<file path="config.mk">
export PLATFORM = sky130hd
export DESIGN_NAME = wash_cycle_sequencer_flat
export DESIGN_NICKNAME = d
export VERILOG_FILES = /design/src/rtl/wash_cycle_sequencer_pkg.sv /design/src/rtl/wash_cycle_sequencer_if.sv /design/src/rtl/wash_cycle_sequencer_phase_timer.sv /design/src/rtl/wash_cycle_sequencer.sv /design/src/flat_wrapper.sv
export SDC_FILE = /design/constraint.sdc
export NUM_CORES = 1
export LEC_CHECK = 0
export BUFFER_PORTS_ARGS = -buffer_cell sky130_fd_sc_hd__buf_2
export CAP_MARGIN = 0
export CELL_PAD_IN_SITES_DETAIL_PLACEMENT = 0
export CELL_PAD_IN_SITES_GLOBAL_PLACEMENT = 2
export CORE_UTILIZATION = 32
export DETAILED_ROUTE_END_ITERATION = 7
export GPL_TIMING_DRIVEN = 0
export MAX_ROUTING_LAYER = met4
export PLACE_DENSITY = 0.82
export SYNTH_ARGS = -nofsm -noshare
export SYNTH_HDL_FRONTEND = slang
export SYNTH_SLANG_ARGS = --single-unit
</file>
<file path="constraint.sdc">
create_clock -name clkorig -period 2.1 [get_ports clkorig]
set_clock_uncertainty 0.1 [all_clocks]
set_input_delay 0.21 -clock clkorig [delete_from_list [all_inputs] [get_ports clkorig]]
set_output_delay 0.21 -clock clkorig [all_outputs]
set_load 0.005 [all_outputs]
</file>
<file path="src/rtl/wash_cycle_sequencer_pkg.sv">
// ---------------------------------------------------------------------------
// wm_pkg
// Shared encodings for the wash cycle sequencer: the phase state type,
// valve and motor output codes, and small helpers that map a phase to its
// output codes.
// ---------------------------------------------------------------------------
package wm_pkg;

  // Phase encodings are visible on the state output, so values are fixed.
  typedef enum logic [2:0] {
    ST_OFF           = 3'd0,
    ST_IDLE          = 3'd1,
    ST_WASH_FILL     = 3'd2,
    ST_WASH_AGITATE  = 3'd3,
    ST_WASH_SPIN     = 3'd4,
    ST_RINSE_FILL    = 3'd5,
    ST_RINSE_AGITATE = 3'd6,
    ST_RINSE_SPIN    = 3'd7
  } state_t;

  // Valve codes: MSB = hot, LSB = cold.
  localparam logic [1:0] WATER_OFF  = 2'b00;
  localparam logic [1:0] WATER_HOT  = 2'b10;
  localparam logic [1:0] WATER_COLD = 2'b01;

  // Motor codes; 2'b11 is never driven.
  localparam logic [1:0] MOTOR_OFF     = 2'b00;
  localparam logic [1:0] MOTOR_AGITATE = 2'b01;
  localparam logic [1:0] MOTOR_SPIN    = 2'b10;

  // True for the timed phases, where the door is locked.
  function automatic logic is_active(input state_t s);
    logic act;
    case (s)
      ST_OFF, ST_IDLE: act = 1'b0;
      default:         act = 1'b1;
    endcase
    return act;
  endfunction

  // Valve code for a phase; agitate keeps the fill code of its half-cycle.
  function automatic logic [1:0] water_code(input state_t s, input logic paused);
    logic [1:0] w;
    case (s)
      ST_WASH_FILL, ST_WASH_AGITATE:   w = WATER_HOT;
      ST_RINSE_FILL, ST_RINSE_AGITATE: w = WATER_COLD;
      default:                         w = WATER_OFF;
    endcase
    if (paused) begin
      w = WATER_OFF;
    end
    return w;
  endfunction

  // Motor code for a phase.
  function automatic logic [1:0] motor_code(input state_t s, input logic paused);
    logic [1:0] m;
    case (s)
      ST_WASH_AGITATE, ST_RINSE_AGITATE: m = MOTOR_AGITATE;
      ST_WASH_SPIN, ST_RINSE_SPIN:       m = MOTOR_SPIN;
      default:                           m = MOTOR_OFF;
    endcase
    if (paused) begin
      m = MOTOR_OFF;
    end
    return m;
  endfunction

endpackage

</file>
<file path="src/rtl/wash_cycle_sequencer_if.sv">
// ---------------------------------------------------------------------------
// wash_cycle_sequencer_if
// Machine-side signal bundle of the wash cycle sequencer.
//   start, door, water_full : requests/sensors into the sequencer
//   state, water, motor     : current phase and actuator codes
//   door_lock, paused       : interlock status
//   done, fault             : completion pulse and sticky fill-timeout flag
// master: the machine/controller side (drives sensors, reads status).
// slave : the sequencer itself.
// ---------------------------------------------------------------------------
interface wash_cycle_sequencer_if;
  logic       start;
  logic       door;
  logic       water_full;
  logic [2:0] state;
  logic [1:0] water;
  logic [1:0] motor;
  logic       door_lock;
  logic       paused;
  logic       done;
  logic       fault;

  modport master (
    output start, door, water_full,
    input  state, water, motor, door_lock, paused, done, fault
  );

  modport slave (
    input  start, door, water_full,
    output state, water, motor, door_lock, paused, done, fault
  );
endinterface

</file>
<file path="src/rtl/wash_cycle_sequencer_phase_timer.sv">
// ---------------------------------------------------------------------------
// phase_timer
// Phase residency counter.
//   clk, rst_n : clock and asynchronous active-low reset
//   clr        : restart the count at zero on the next edge
//   hold       : freeze the count (door open)
//   limit      : residency of the current phase in clocks (>= 1)
//   expire     : combinational, high while count == limit-1
// ---------------------------------------------------------------------------
module phase_timer #(
  parameter int unsigned CNT_W = 16
) (
  input  logic             clk,
  input  logic             rst_n,
  input  logic             clr,
  input  logic             hold,
  input  logic [CNT_W-1:0] limit,
  output logic             expire
);

  localparam logic [CNT_W-1:0] ONE = {{(CNT_W-1){1'b0}}, 1'b1};

  logic [CNT_W-1:0] cnt_r;

  // Count clocks in the current phase; clear wins over hold.
  always_ff @(posedge clk or negedge rst_n) begin
    if (!rst_n) begin
      cnt_r <= {CNT_W{1'b0}};
    end else if (clr) begin
      cnt_r <= {CNT_W{1'b0}};
    end else if (!hold) begin
      cnt_r <= cnt_r + ONE;
    end else begin
      cnt_r <= cnt_r;
    end
  end

  // Last clock of the phase; the sequencer leaves on this cycle, so the
  // count never reaches limit and cannot wrap.
  always_comb begin
    expire = (cnt_r == (limit - ONE));
  end

endmodule

</file>
<file path="src/rtl/wash_cycle_sequencer.sv">
// ---------------------------------------------------------------------------
// wash_cycle_sequencer
// Timed phase controller: Off -> Idle -> wash fill/agitate/spin ->
// rinse fill/agitate/spin -> Idle, with fill handshake, fill timeout and
// door pause/resume.
//   clkorig : system clock, rising edge
//   power   : asynchronous active-low reset (0 = machine off)
//   bus     : slave side of wash_cycle_sequencer_if (sensors in, phase and
//             actuator codes out; every output is registered)
// ---------------------------------------------------------------------------
module wash_cycle_sequencer
  import wm_pkg::*;
#(
  parameter int unsigned CNT_W         = 16,
  parameter int unsigned AGITATE_TICKS = 1000,
  parameter int unsigned SPIN_TICKS    = 500,
  parameter int unsigned FILL_TIMEOUT  = 2000
) (
  input  logic                   clkorig,
  input  logic                   power,
  wash_cycle_sequencer_if.slave  bus
);

  localparam logic [CNT_W-1:0] AGITATE_LIM = AGITATE_TICKS[CNT_W-1:0];
  localparam logic [CNT_W-1:0] SPIN_LIM    = SPIN_TICKS[CNT_W-1:0];
  localparam logic [CNT_W-1:0] FILL_LIM    = FILL_TIMEOUT[CNT_W-1:0];

  state_t           state_r;
  logic [1:0]       water_r;
  logic [1:0]       motor_r;
  logic             door_lock_r;
  logic             paused_r;
  logic             done_r;
  logic             fault_r;

  state_t           nxt_state_s;
  logic             nxt_paused_s;
  logic             tmr_clr_s;
  logic             tmr_hold_s;
  logic [CNT_W-1:0] limit_s;
  logic             expire_s;
  logic             fault_set_s;
  logic             fault_clr_s;
  logic             done_s;

  phase_timer #(
    .CNT_W (CNT_W)
  ) u_timer (
    .clk    (clkorig),
    .rst_n  (power),
    .clr    (tmr_clr_s),
    .hold   (tmr_hold_s),
    .limit  (limit_s),
    .expire (expire_s)
  );

  // Next phase, timer control and event strobes. An open door in any timed
  // phase freezes everything (state, count, fill completion, timeout).
  always_comb begin
    nxt_state_s  = state_r;
    nxt_paused_s = 1'b0;
    tmr_clr_s    = 1'b0;
    tmr_hold_s   = 1'b0;
    limit_s      = FILL_LIM;
    fault_set_s  = 1'b0;
    fault_clr_s  = 1'b0;
    done_s       = 1'b0;
    case (state_r)
      ST_OFF: begin
        nxt_state_s = ST_IDLE;
        tmr_clr_s   = 1'b1;
      end
      ST_IDLE: begin
        tmr_clr_s = 1'b1;
        if (bus.start && !bus.door) begin
          nxt_state_s = ST_WASH_FILL;
          fault_clr_s = 1'b1;
        end else begin
          nxt_state_s = ST_IDLE;
        end
      end
      ST_WASH_FILL, ST_RINSE_FILL: begin
        limit_s = FILL_LIM;
        if (bus.door) begin
          tmr_hold_s   = 1'b1;
          nxt_paused_s = 1'b1;
        end else if (bus.water_full) begin
          // A full drum beats a simultaneous timeout.
          nxt_state_s = (state_r == ST_WASH_FILL) ? ST_WASH_AGITATE : ST_RINSE_AGITATE;
          tmr_clr_s   = 1'b1;
        end else if (expire_s) begin
          nxt_state_s = ST_IDLE;
          tmr_clr_s   = 1'b1;
          fault_set_s = 1'b1;
        end else begin
          nxt_state_s = state_r;
        end
      end
      ST_WASH_AGITATE, ST_RINSE_AGITATE: begin
        limit_s = AGITATE_LIM;
        if (bus.door) begin
          tmr_hold_s   = 1'b1;
          nxt_paused_s = 1'b1;
        end else if (expire_s) begin
          nxt_state_s = (state_r == ST_WASH_AGITATE) ? ST_WASH_SPIN : ST_RINSE_SPIN;
          tmr_clr_s   = 1'b1;
        end else begin
          nxt_state_s = state_r;
        end
      end
      ST_WASH_SPIN, ST_RINSE_SPIN: begin
        limit_s = SPIN_LIM;
        if (bus.door) begin
          tmr_hold_s   = 1'b1;
          nxt_paused_s = 1'b1;
        end else if (expire_s) begin
          tmr_clr_s = 1'b1;
          if (state_r == ST_WASH_SPIN) begin
            nxt_state_s = ST_RINSE_FILL;
          end else begin
            nxt_state_s = ST_IDLE;
            done_s      = 1'b1;
          end
        end else begin
          nxt_state_s = state_r;
        end
      end
      default: begin
        nxt_state_s = ST_OFF;
        tmr_clr_s   = 1'b1;
      end
    endcase
  end

  // Phase register plus all outputs, derived from the next phase so they
  // change on the same edge as state.
  always_ff @(posedge clkorig or negedge power) begin
    if (!power) begin
      state_r     <= ST_OFF;
      water_r     <= WATER_OFF;
      motor_r     <= MOTOR_OFF;
      door_lock_r <= 1'b0;
      paused_r    <= 1'b0;
      done_r      <= 1'b0;
      fault_r     <= 1'b0;
    end else begin
      state_r     <= nxt_state_s;
      water_r     <= water_code(nxt_state_s, nxt_paused_s);
      motor_r     <= motor_code(nxt_state_s, nxt_paused_s);
      door_lock_r <= is_active(nxt_state_s);
      paused_r    <= nxt_paused_s;
      done_r      <= done_s;
      if (fault_clr_s) begin
        fault_r <= 1'b0;
      end else if (fault_set_s) begin
        fault_r <= 1'b1;
      end else begin
        fault_r <= fault_r;
      end
    end
  end

  assign bus.state     = state_r;
  assign bus.water     = water_r;
  assign bus.motor     = motor_r;
  assign bus.door_lock = door_lock_r;
  assign bus.paused    = paused_r;
  assign bus.done      = done_r;
  assign bus.fault     = fault_r;

endmodule

</file>
<file path="src/flat_wrapper.sv">
// flat-port wrapper written by rule: the top's interface ports become plain ports
module wash_cycle_sequencer_flat import wm_pkg::*;
#(
  parameter int unsigned CNT_W         = 16,
  parameter int unsigned AGITATE_TICKS = 1000,
  parameter int unsigned SPIN_TICKS    = 500,
  parameter int unsigned FILL_TIMEOUT  = 2000
)
  (clkorig, power, bus_start, bus_door, bus_water_full, bus_state, bus_water, bus_motor, bus_door_lock, bus_paused, bus_done, bus_fault);
  wash_cycle_sequencer_if bus_i ();
  input  logic clkorig;
  input  logic power;
  input wire logic [$bits(bus_i.start)-1:0] bus_start;
  input wire logic [$bits(bus_i.door)-1:0] bus_door;
  input wire logic [$bits(bus_i.water_full)-1:0] bus_water_full;
  output wire logic [$bits(bus_i.state)-1:0] bus_state;
  output wire logic [$bits(bus_i.water)-1:0] bus_water;
  output wire logic [$bits(bus_i.motor)-1:0] bus_motor;
  output wire logic [$bits(bus_i.door_lock)-1:0] bus_door_lock;
  output wire logic [$bits(bus_i.paused)-1:0] bus_paused;
  output wire logic [$bits(bus_i.done)-1:0] bus_done;
  output wire logic [$bits(bus_i.fault)-1:0] bus_fault;
  assign bus_i.start = bus_start;
  assign bus_i.door = bus_door;
  assign bus_i.water_full = bus_water_full;
  assign bus_state = bus_i.state;
  assign bus_water = bus_i.water;
  assign bus_motor = bus_i.motor;
  assign bus_door_lock = bus_i.door_lock;
  assign bus_paused = bus_i.paused;
  assign bus_done = bus_i.done;
  assign bus_fault = bus_i.fault;
  wash_cycle_sequencer #(.CNT_W(CNT_W), .AGITATE_TICKS(AGITATE_TICKS), .SPIN_TICKS(SPIN_TICKS), .FILL_TIMEOUT(FILL_TIMEOUT)) u_core (.clkorig(clkorig), .power(power), .bus(bus_i));
endmodule
</file>
After elaboration in Yosys (flattened, before gate mapping)
Index checks and enable logic that the tools add are counted.
{"block": "totals", "reg_bits": 27, "input_bits": 5, "output_inout_bits": 11}
{"block": "op_classes", "n_addsub": 2, "reduce_logical": 16, "n_eq_ne": 16, "mux": 38}
{"op": "$mux W16", "n": 2}
{"op": "$mux W3", "n": 9}
{"op": "$eq A3 B3 Y1 const B", "n": 8}
{"op": "$pmux W11 S2", "n": 1}
{"op": "$mux W1", "n": 18}
{"op": "$reduce_or A2 Y1", "n": 9}
{"op": "$add A16 B1 Y16 const B", "n": 1}
{"op": "$eq A16 B16 Y1", "n": 1}
{"op": "$sub A16 B1 Y16 const B", "n": 1}
{"op": "$pmux W3 S5", "n": 1}
{"op": "$eq A3 B2 Y1 const B", "n": 4}
{"op": "$mux W2", "n": 4}
{"op": "$pmux W2 S2", "n": 2}
{"op": "$eq A3 B1 Y1 const B", "n": 2}
{"op": "$logic_not A3 Y1", "n": 2}
{"op": "$reduce_or A6 Y1", "n": 1}
{"op": "$reduce_or A4 Y1", "n": 1}
{"op": "$pmux W1 S3", "n": 1}
{"op": "$ne A2 B2 Y1 const B", "n": 1}
{"op": "$reduce_bool A2 Y1", "n": 1}
{"op": "$logic_and A1 B1 Y1", "n": 1}
{"op": "$logic_not A1 Y1", "n": 1}

Longest topological paths before layout
Gate-level depths: netlist of the first run.
{"block": "depth", "ltp_word": 13, "ltp_mapped": 8}

Hierarchy
Synthesis of the first run repeated with hierarchy kept, for this count alone.
{"block": "unflattened", "cells_unflattened": 224, "hier_area_um2": 1985.7}
{"module": "phase_timer", "cells_per_inst": 154, "n_inst": 1, "area_each_um2": 1332.5}
{"module": "wash_cycle_sequencer", "cells_per_inst": 70, "n_inst": 1, "area_each_um2": 653.1}

Worst setup path before layout of the first run
No wires, ideal clock.
{"block": "synth_timing", "path_type": "reg2reg", "start": "reg u_core.state_r[0], in the netlist u_core.bus.state[0]", "end": "reg u_core.motor_r[1], in the netlist u_core.bus.motor[1]", "period_less_slack_ns": 2.249, "required_time_ns": 1.921, "setup_time_ns": 0.079, "stages_incl_launch_ff": 7, "n_path_buf": 0, "arrival_ns": 2.070, "setup_slack_ns": -0.149, "cell_sequence": "dfrtp_1 nand2b_1 a311o_1 a2111oi_4 nand4_1 a211o_1 mux2i_1"}
{"block": "synth_between", "elab_chain_len": 13}
{"item": "start: declaration", "line": "wash_cycle_sequencer.sv:28", "text": "state_t state_r;"}
{"item": "start signal: assignment", "line": "wash_cycle_sequencer.sv:147", "text": "state_r <= nxt_state_s;"}
{"item": "$eq A3 B3 Y1, or another cell as far along", "line": "wash_cycle_sequencer.sv:68", "text": "case (state_r)"}
{"item": "$reduce_or A2 Y1", "line": "wash_cycle_sequencer.sv:68"}
{"item": "$pmux W11 S2", "line": "wash_cycle_sequencer.sv:68"}
{"item": "$sub A16 B1 Y16", "line": "wash_cycle_sequencer_phase_timer.sv:41", "text": "expire = (cnt_r == (limit - ONE));"}
{"item": "$eq A16 B16 Y1", "line": "wash_cycle_sequencer_phase_timer.sv:41"}
{"item": "$mux W3", "line": "wash_cycle_sequencer.sv:91", "text": "end else if (expire_s) begin"}
{"item": "$mux W3", "line": "wash_cycle_sequencer.sv:87", "text": "end else if (bus.water_full) begin"}
{"item": "$mux W3", "line": "wash_cycle_sequencer.sv:84", "text": "if (bus.door) begin"}
{"item": "$pmux W3 S5", "line": "wash_cycle_sequencer.sv:68"}
{"item": "$eq A3 B3 Y1 / $eq A3 B2 Y1 (equally long branches)", "line": "wash_cycle_sequencer_pkg.sv:58", "text": "case (s)"}
{"item": "$reduce_or A2 Y1", "line": "wash_cycle_sequencer_pkg.sv:58"}
{"item": "$pmux W2 S2", "line": "wash_cycle_sequencer_pkg.sv:58"}
{"item": "$mux W2 *", "line": "wash_cycle_sequencer_pkg.sv:63", "text": "if (paused) begin"}
{"item": "end signal: assignment", "line": "wash_cycle_sequencer.sv:149", "text": "motor_r <= motor_code(nxt_state_s, nxt_paused_s);"}
{"item": "end: declaration", "line": "wash_cycle_sequencer.sv:30", "text": "logic [1:0] motor_r;"}
Every way passes the cells marked *; elsewhere a longest branch is shown, timed or not.
A chain may end at the register's enable or synchronous reset.

Worst setup path after layout of the first run
{"block": "layout_timing", "start": "reg u_core.state_r[1], in the netlist u_core.bus.state[1]", "end": "reg u_core.water_r[0], in the netlist u_core.bus.water[0]"}
{"block": "layout_between", "elab_chain_len": 13}
{"item": "$eq A3 B3 Y1, or another cell as far along", "line": "wash_cycle_sequencer.sv:68"}
{"item": "$reduce_or A2 Y1", "line": "wash_cycle_sequencer.sv:68"}
{"item": "$pmux W11 S2", "line": "wash_cycle_sequencer.sv:68"}
{"item": "$sub A16 B1 Y16", "line": "wash_cycle_sequencer_phase_timer.sv:41"}
{"item": "$eq A16 B16 Y1", "line": "wash_cycle_sequencer_phase_timer.sv:41"}
{"item": "$mux W3", "line": "wash_cycle_sequencer.sv:91"}
{"item": "$mux W3", "line": "wash_cycle_sequencer.sv:87"}
{"item": "$mux W3", "line": "wash_cycle_sequencer.sv:84"}
{"item": "$pmux W3 S5", "line": "wash_cycle_sequencer.sv:68"}
{"item": "$eq A3 B3 Y1 / $eq A3 B2 Y1 (equally long branches)", "line": "wash_cycle_sequencer_pkg.sv:44", "text": "case (s)"}
{"item": "$reduce_or A2 Y1", "line": "wash_cycle_sequencer_pkg.sv:44"}
{"item": "$pmux W2 S2", "line": "wash_cycle_sequencer_pkg.sv:44"}
{"item": "$mux W2 *", "line": "wash_cycle_sequencer_pkg.sv:49", "text": "if (paused) begin"}
{"item": "end signal: assignment", "line": "wash_cycle_sequencer.sv:148", "text": "water_r <= water_code(nxt_state_s, nxt_paused_s);"}
{"item": "end: declaration", "line": "wash_cycle_sequencer.sv:29", "text": "logic [1:0] water_r;"}
Marks and branches as above.

==> flow_summary.toml, run 1 <==
[sta]
min_period_ns = 2.29
fmax_mhz = 436
holdWs_ns = 0.0949
max-slew-margin-rel_pct = 56.4
slew_violations = 0
rsz0062_at_grt = "true"
setup_viol = 15
finalCritPeriodShare_pct = 109
hold_violations = 0
worst_pin_slew_ns = 0.654
finalSetupTns_ns = -0.792
layout_setup_ws_ns = -0.195

[pwr]
combPwrFrac_pct = 31.1
power_leakage_nw = 0.798
powerDensity_nw_per_um2 = 769
clkPwrFrac_pct = 20.8
p_int_mw = 0.934
seqPwrFrac_pct = 48.1
switching_power_mw = 0.466
irDropWorstVdd_mv = 0.244
swShare_pct = 33.3
finalPower_mw = 1.40

[layout]
drive_above_1_share_pct = 27.3
insertedDiodeCount = 0
final_cell_mix = "24 x nor2_1, 23 x dfrtp_1, 16 x buf_2, 9 x nand2_1, 9 x inv_1"
final_common_cell = "nor2_1"
multi_input_area_um2 = 791
nets = 190
syn_to_final_growth_pct = 25.6
fill_cells = 440
regArea_um2 = 681

[grt]
first_global_vias = 1200
track_usage_pct = 14.9
grt.overflow.total = 0
antenna_found_initial = 0
grt_max_degree = 28
grt_pass1_wl_mm = 5.68

[die]
num_io_pins = 16
rows = 24
die_h_um = 69.3
initial_core_util_pct = 33.3
die_x_um = 69.3
fp.coreArea_um2 = 4350
die-area_um2 = 4800

[synthesis]
postSynthCellCount = 153
yosysWarnings = 0
synth_flop_cell = "dfrtp_1"
async_reset_ff_share_pct = 100
syn_nets = 159
synth_edf_count = 0
synth-seq-cells = 27
syn_avg_cell_area_um2 = 9.47
seq_area_frac_synth_pct = 46.6
synth_area_um2 = 1450
ys_types = 38

[cts]
cts_tree = "done"
clockBufferDepth = 2
insertion_delay_ns = 0.27
root_buffer = "clkbuf_8"
cts_made_buffers = 3
cts_sinks = 27
clkTransAtPathRegs_ns = 0.10
h-tree-depth = 1

[route]
vias = 1198
drt_iter0_drc = 100
drc = 0
top_layer_used = "met4"
dr_wl_met3_um = 127
met2_length_mm = 1.51
wl_per_cell_um = 13.8
drt-total-wl_mm = 3.24
drt-met1-wl_mm = 1.58
drt_first_pass_iters = 4
antenna_left = 0
routed_via_density = 5.10

[critical_path]
crit_start = "u_core.bus.state[1]"
r2r-start = "u_core.bus.state[1]"
critPathKind = "flop to flop"
critPathRequiredTime_ns = 2.18
cp_max_fo = 6
end_kind = "flop"
startpoint_type = "flop"
arrival_ns = 2.37

[place]
port_buffers = 15
gp_congestion = 0.776
dp_hpwl_mm = 2.27

[run_status]
status = "complete, but fails checks"
violations = "negative setup slack"

[hold_path]
hp-class = "primary input to flop"
min_from = "bus_start"

[flow_run]
cap_violations = 0
==> timing repair <==
item / in CTS / in global routing
gates cloned: 0 / 0
resized for setup: 10 / 14
setup endpoints to repair: 22 / 24
setup buffers: 6 / 4
pin swaps: 5 / 5
endpoints found under the hold margin: 27 / 0
hold buffers: 1 / 0
==> final timing paths <==
check                                          endpoint  slack [ns]  depth (start not counted)
worst min-delay path                   u_core.bus.fault        0.09                          2
worst max register to register      u_core.bus.water[0]       -0.19                          8
min in group asynchronous              u_core.bus.fault        0.37                          2
worst max-delay path                u_core.bus.water[0]       -0.19                          8
worst min register to register  u_core.u_timer.cnt_r[8]        0.46                          2
max in group asynchronous           u_core.bus.state[0]        1.07                          2
==> worst max-delay path: stages, from the launching register on <==
cell	delay, ns
dfrtp_2	0.45
buf_4	0.15
mux2i_2	0.18
mux2i_2	0.35
a2111oi_4	0.08
buf_6	0.18
a31o_2	0.27
a211o_1	0.31
mux2i_1	0.15
==> synthesized netlist by cell type, drive strengths merged, types with 3 or more instances <==
library cell,number,share of area (%)
dfrtp,27,47
nor2,24,6.2
nand2,10,2.6
inv,9,2.3
xnor2,8,4.8
a21oi,7,2.4
xor2,7,4.2
mux2i,6,4.1
clkbuf,5,1.3
nand2b,5,2.2
nand3,5,1.7
nand4,4,1.7
nor3,4,1.4
o21ai,3,1.0
==> area by class of cell <==
type	instances	area share [%]
plain buffers	6	1.65
clock buffers	4	2.47
inverters	9	1.86
multi-input cells	111	43.4
flip-flops and latches	27	37.4
well taps	52	3.57
repair buffers	26	9.62
==> metrics by stage <==
step	utilization [%]	std cells	setup WS [ns]	area [um^2]
2_1_floorplan	-	153	-0.0625	1460
3_3_place_gp	36.8	220	-0.293	1600
3_5_place_dp	36.8	220	-0.350	1600
4_1_cts	40.1	231	-0.212	1750
5_1_grt	41.8	235	-0.322	1820
6_report	41.8	235	-0.195	1820
==> power groups by stage <==
| stage | logic, mW | clock network (mW) | registers, mW |
|---|---|---|---|
| final | 0.436 | 0.291 | 0.673 |
| after global routing | 0.482 | 0.326 | 0.687 |
| after CTS | 0.381 | 0.310 | 0.674 |
| after detailed placement | 0.354 | 0 | 0.678 |
| after global placement | 0.347 | 0 | 0.672 |
| after floorplan | 0.265 | 0 | 0.659 |
==> logic make-up after synthesis <==
logic type	share of synthesized area, %
and+or+nand+nor	21.2
DFF	46.6
AOI/OAI and AO/OA	14.1
xor gates and xnor gates	9.07
buffers and inverters	3.97
muxes	4.15
adders and majority gates	0.863
==> routing by layer <==
metal	vias up	GRT usage, %
met1	581	19.7
li1	593	-
met3	2	2.33
met2	22	24.1
met5	-	-
met4	0	3.40
==> registers in the layout, indices dropped and copies added, names as in the netlist <==
name	flops
u_core.bus.done	1
u_core.bus.door_lock	1
u_core.bus.fault	1
u_core.bus.motor	2
u_core.bus.paused	1
u_core.bus.state	3
u_core.bus.water	2
u_core.u_timer.cnt_r	16
Note: power is estimated with default switching activity, not from simulation.
==> run 2, diff against run 1 <==
Settings changed: CORE_UTILIZATION 32 to 30, PLACE_DENSITY 0.82 to 0.73.
==> run 2 against run 1 <==
The run still ends with negative setup slack left; critical path depth did not move; hold slack got worse by 0.022 ns; clock-buffer cell count did not move; total power rose by 3.7%; final cell count rose by 0.43%; worst setup slack got worse by 0.022 ns.
==> flow_summary.toml, run 2 (synthesis gave the netlist of run 1 again) <==
[layout]
final_cell_mix = "26 x dfrtp_1, 19 x nor2_1, 16 x buf_2, 10 x nand2_1, 9 x inv_1"
final_common_cell = "dfrtp_1"
insertedDiodeCount = 0
syn_to_final_growth_pct = 29.8
instances_no_fill = 236
nets = 191
regMostFlops = "u_core.u_timer.cnt_r"
largest_reg_flops = 16
drive_above_1_share_pct = 28.8
final_util_pct = 41.8

[critical_path]
startpoint_type = "flop"
cp_max_fo = 6
critPathRequiredTime_ns = 2.21
end_kind = "flop"
critPathKind = "flop to flop"
arrival_ns = 2.42

[place]
pre_cts_slack_ns = -0.353
gp_congestion = 0.813
port_buffers = 15
dp.cells = 220
dp_hpwl_mm = 2.39

[pwr]
irDropWorstVdd_mv = 0.353
power_leakage_nw = 0.802
finalPower_mw = 1.45
powerDensity_nw_per_um2 = 772

[route]
wl_per_cell_um = 15.1
drt_first_pass_iters = 4
vias = 1230
routed_via_density = 5.21
drt-total-wl_mm = 3.56
drt_iter0_drc = 61
antenna_left = 0
drc = 0

[sta]
setup_viol = 22
finalCritPeriodShare_pct = 110
fmax_mhz = 432
holdWs_ns = 0.0725
rsz0062_at_grt = "true"
hold_violations = 0
layout_setup_ws_ns = -0.217
min_period_ns = 2.32
slew_violations = 0
worst_pin_slew_ns = 0.675
max-slew-margin-rel_pct = 55.0

[grt]
grt_max_degree = 28
grtUsageMet1_pct = 22.0
track_usage_pct = 16.5
first_global_vias = 1311
grt_use_met3_pct = 2.67
grt.overflow.total = 0
use_met2_pct = 26.6
antenna_found_initial = 0
grt.busiest_layer = "met2"
grt_pass1_wl_mm = 6.41

[die]
initial_core_util_pct = 32.2
num_io_pins = 16
die_h_um = 71.5
rows = 24
die_x_um = 71.5
die-area_um2 = 5110
fp.coreArea_um2 = 4500

[flow_run]
cap_violations = 0

[cts]
clockBufferDepth = 2
insertion_delay_ns = 0.28
cts_tree = "done"
root_buffer = "clkbuf_8"
h-tree-depth = 1
cts_made_buffers = 3
cts_sinks = 27
clkTransAtPathRegs_ns = 0.10

[hold_path]
hp-class = "primary input to flop"

[run_status]
status = "complete, but fails checks"
violations = "negative setup slack"
run 2: cell types whose count changed in the layout (fill, tap and decap cells not counted), sizes merged:
cell / delta
buf: +1
run 2: power breakdown:
group	total (mW)	switching, mW	internal (mW)
clock	0.309	0.173	0.136
combinational	0.469	0.249	0.220
sequential	0.673	0.0838	0.589
run 2: layout make-up:
cell class | instances | area, um^2
inverter | 9 | 33.8
fill | 456 | 2620
multi-input combinational | 111 | 832
clock buffer | 4 | 45.0
timing repair buffer | 27 | 191
tap | 52 | 65.1
sequential | 27 | 677
buffer | 6 | 36.3
run 2: per-stage QoR:
stage | cell area [um^2] | setup TNS [ns]
after floorplan | 1460 | -0.142
after global placement | 1600 | -4.88
after detailed placement | 1600 | -5.62
after CTS | 1840 | -2.44
after global routing | 1880 | -4.87
final | 1880 | -2.22
run 2: path summary, 6_finish.rpt:
kind	depth (start not counted)	startpoint	to	slack [ns]
setup / recovery	8	u_core.bus.state[0]	u_core.bus.motor[0]	-0.22
hold / removal	2	bus_start	u_core.bus.fault	0.07
setup reg to reg	8	u_core.bus.state[0]	u_core.bus.motor[0]	-0.22
hold reg to reg	2	u_core.u_timer.cnt_r[8]	u_core.u_timer.cnt_r[8]	0.46
max in group asynchronous	2	power	u_core.bus.state[0]	1.10
min in group asynchronous	2	power	u_core.bus.paused	0.37
run 2: repair_timing:
item | CTS | global route
pin swaps | 16 | 4
endpoints found under the setup margin | 22 | 24
endpoints found under the hold margin | 27 | 0
resized for setup | 24 | 8
hold buffers | 1 | 0
buffers inserted | 8 | 3
run 2: worst max-delay path: stages, from the launching register on:
cell and delay (ns):
dfrtp_2 0.46, nand2b_4 0.15, a311o_1 0.40, a2111oi_4 0.33, buf_6 0.19, and4_1 0.21, o211ai_1 0.10, buf_4 0.16
mux2i_1 0.13
run 2: routing by layer:
| metal | wire, um | share of wire [%] | vias to the layer above |
|---|---|---|---|
| li1 | - | - | 598 |
| met1 | 1690 | 48 | 603 |
| met2 | 1730 | 48 | 24 |
| met3 | 112 | 3.1 | 5 |
| met4 | 31 | 0.87 | 0 |
| met5 | 0 | 0 | - |
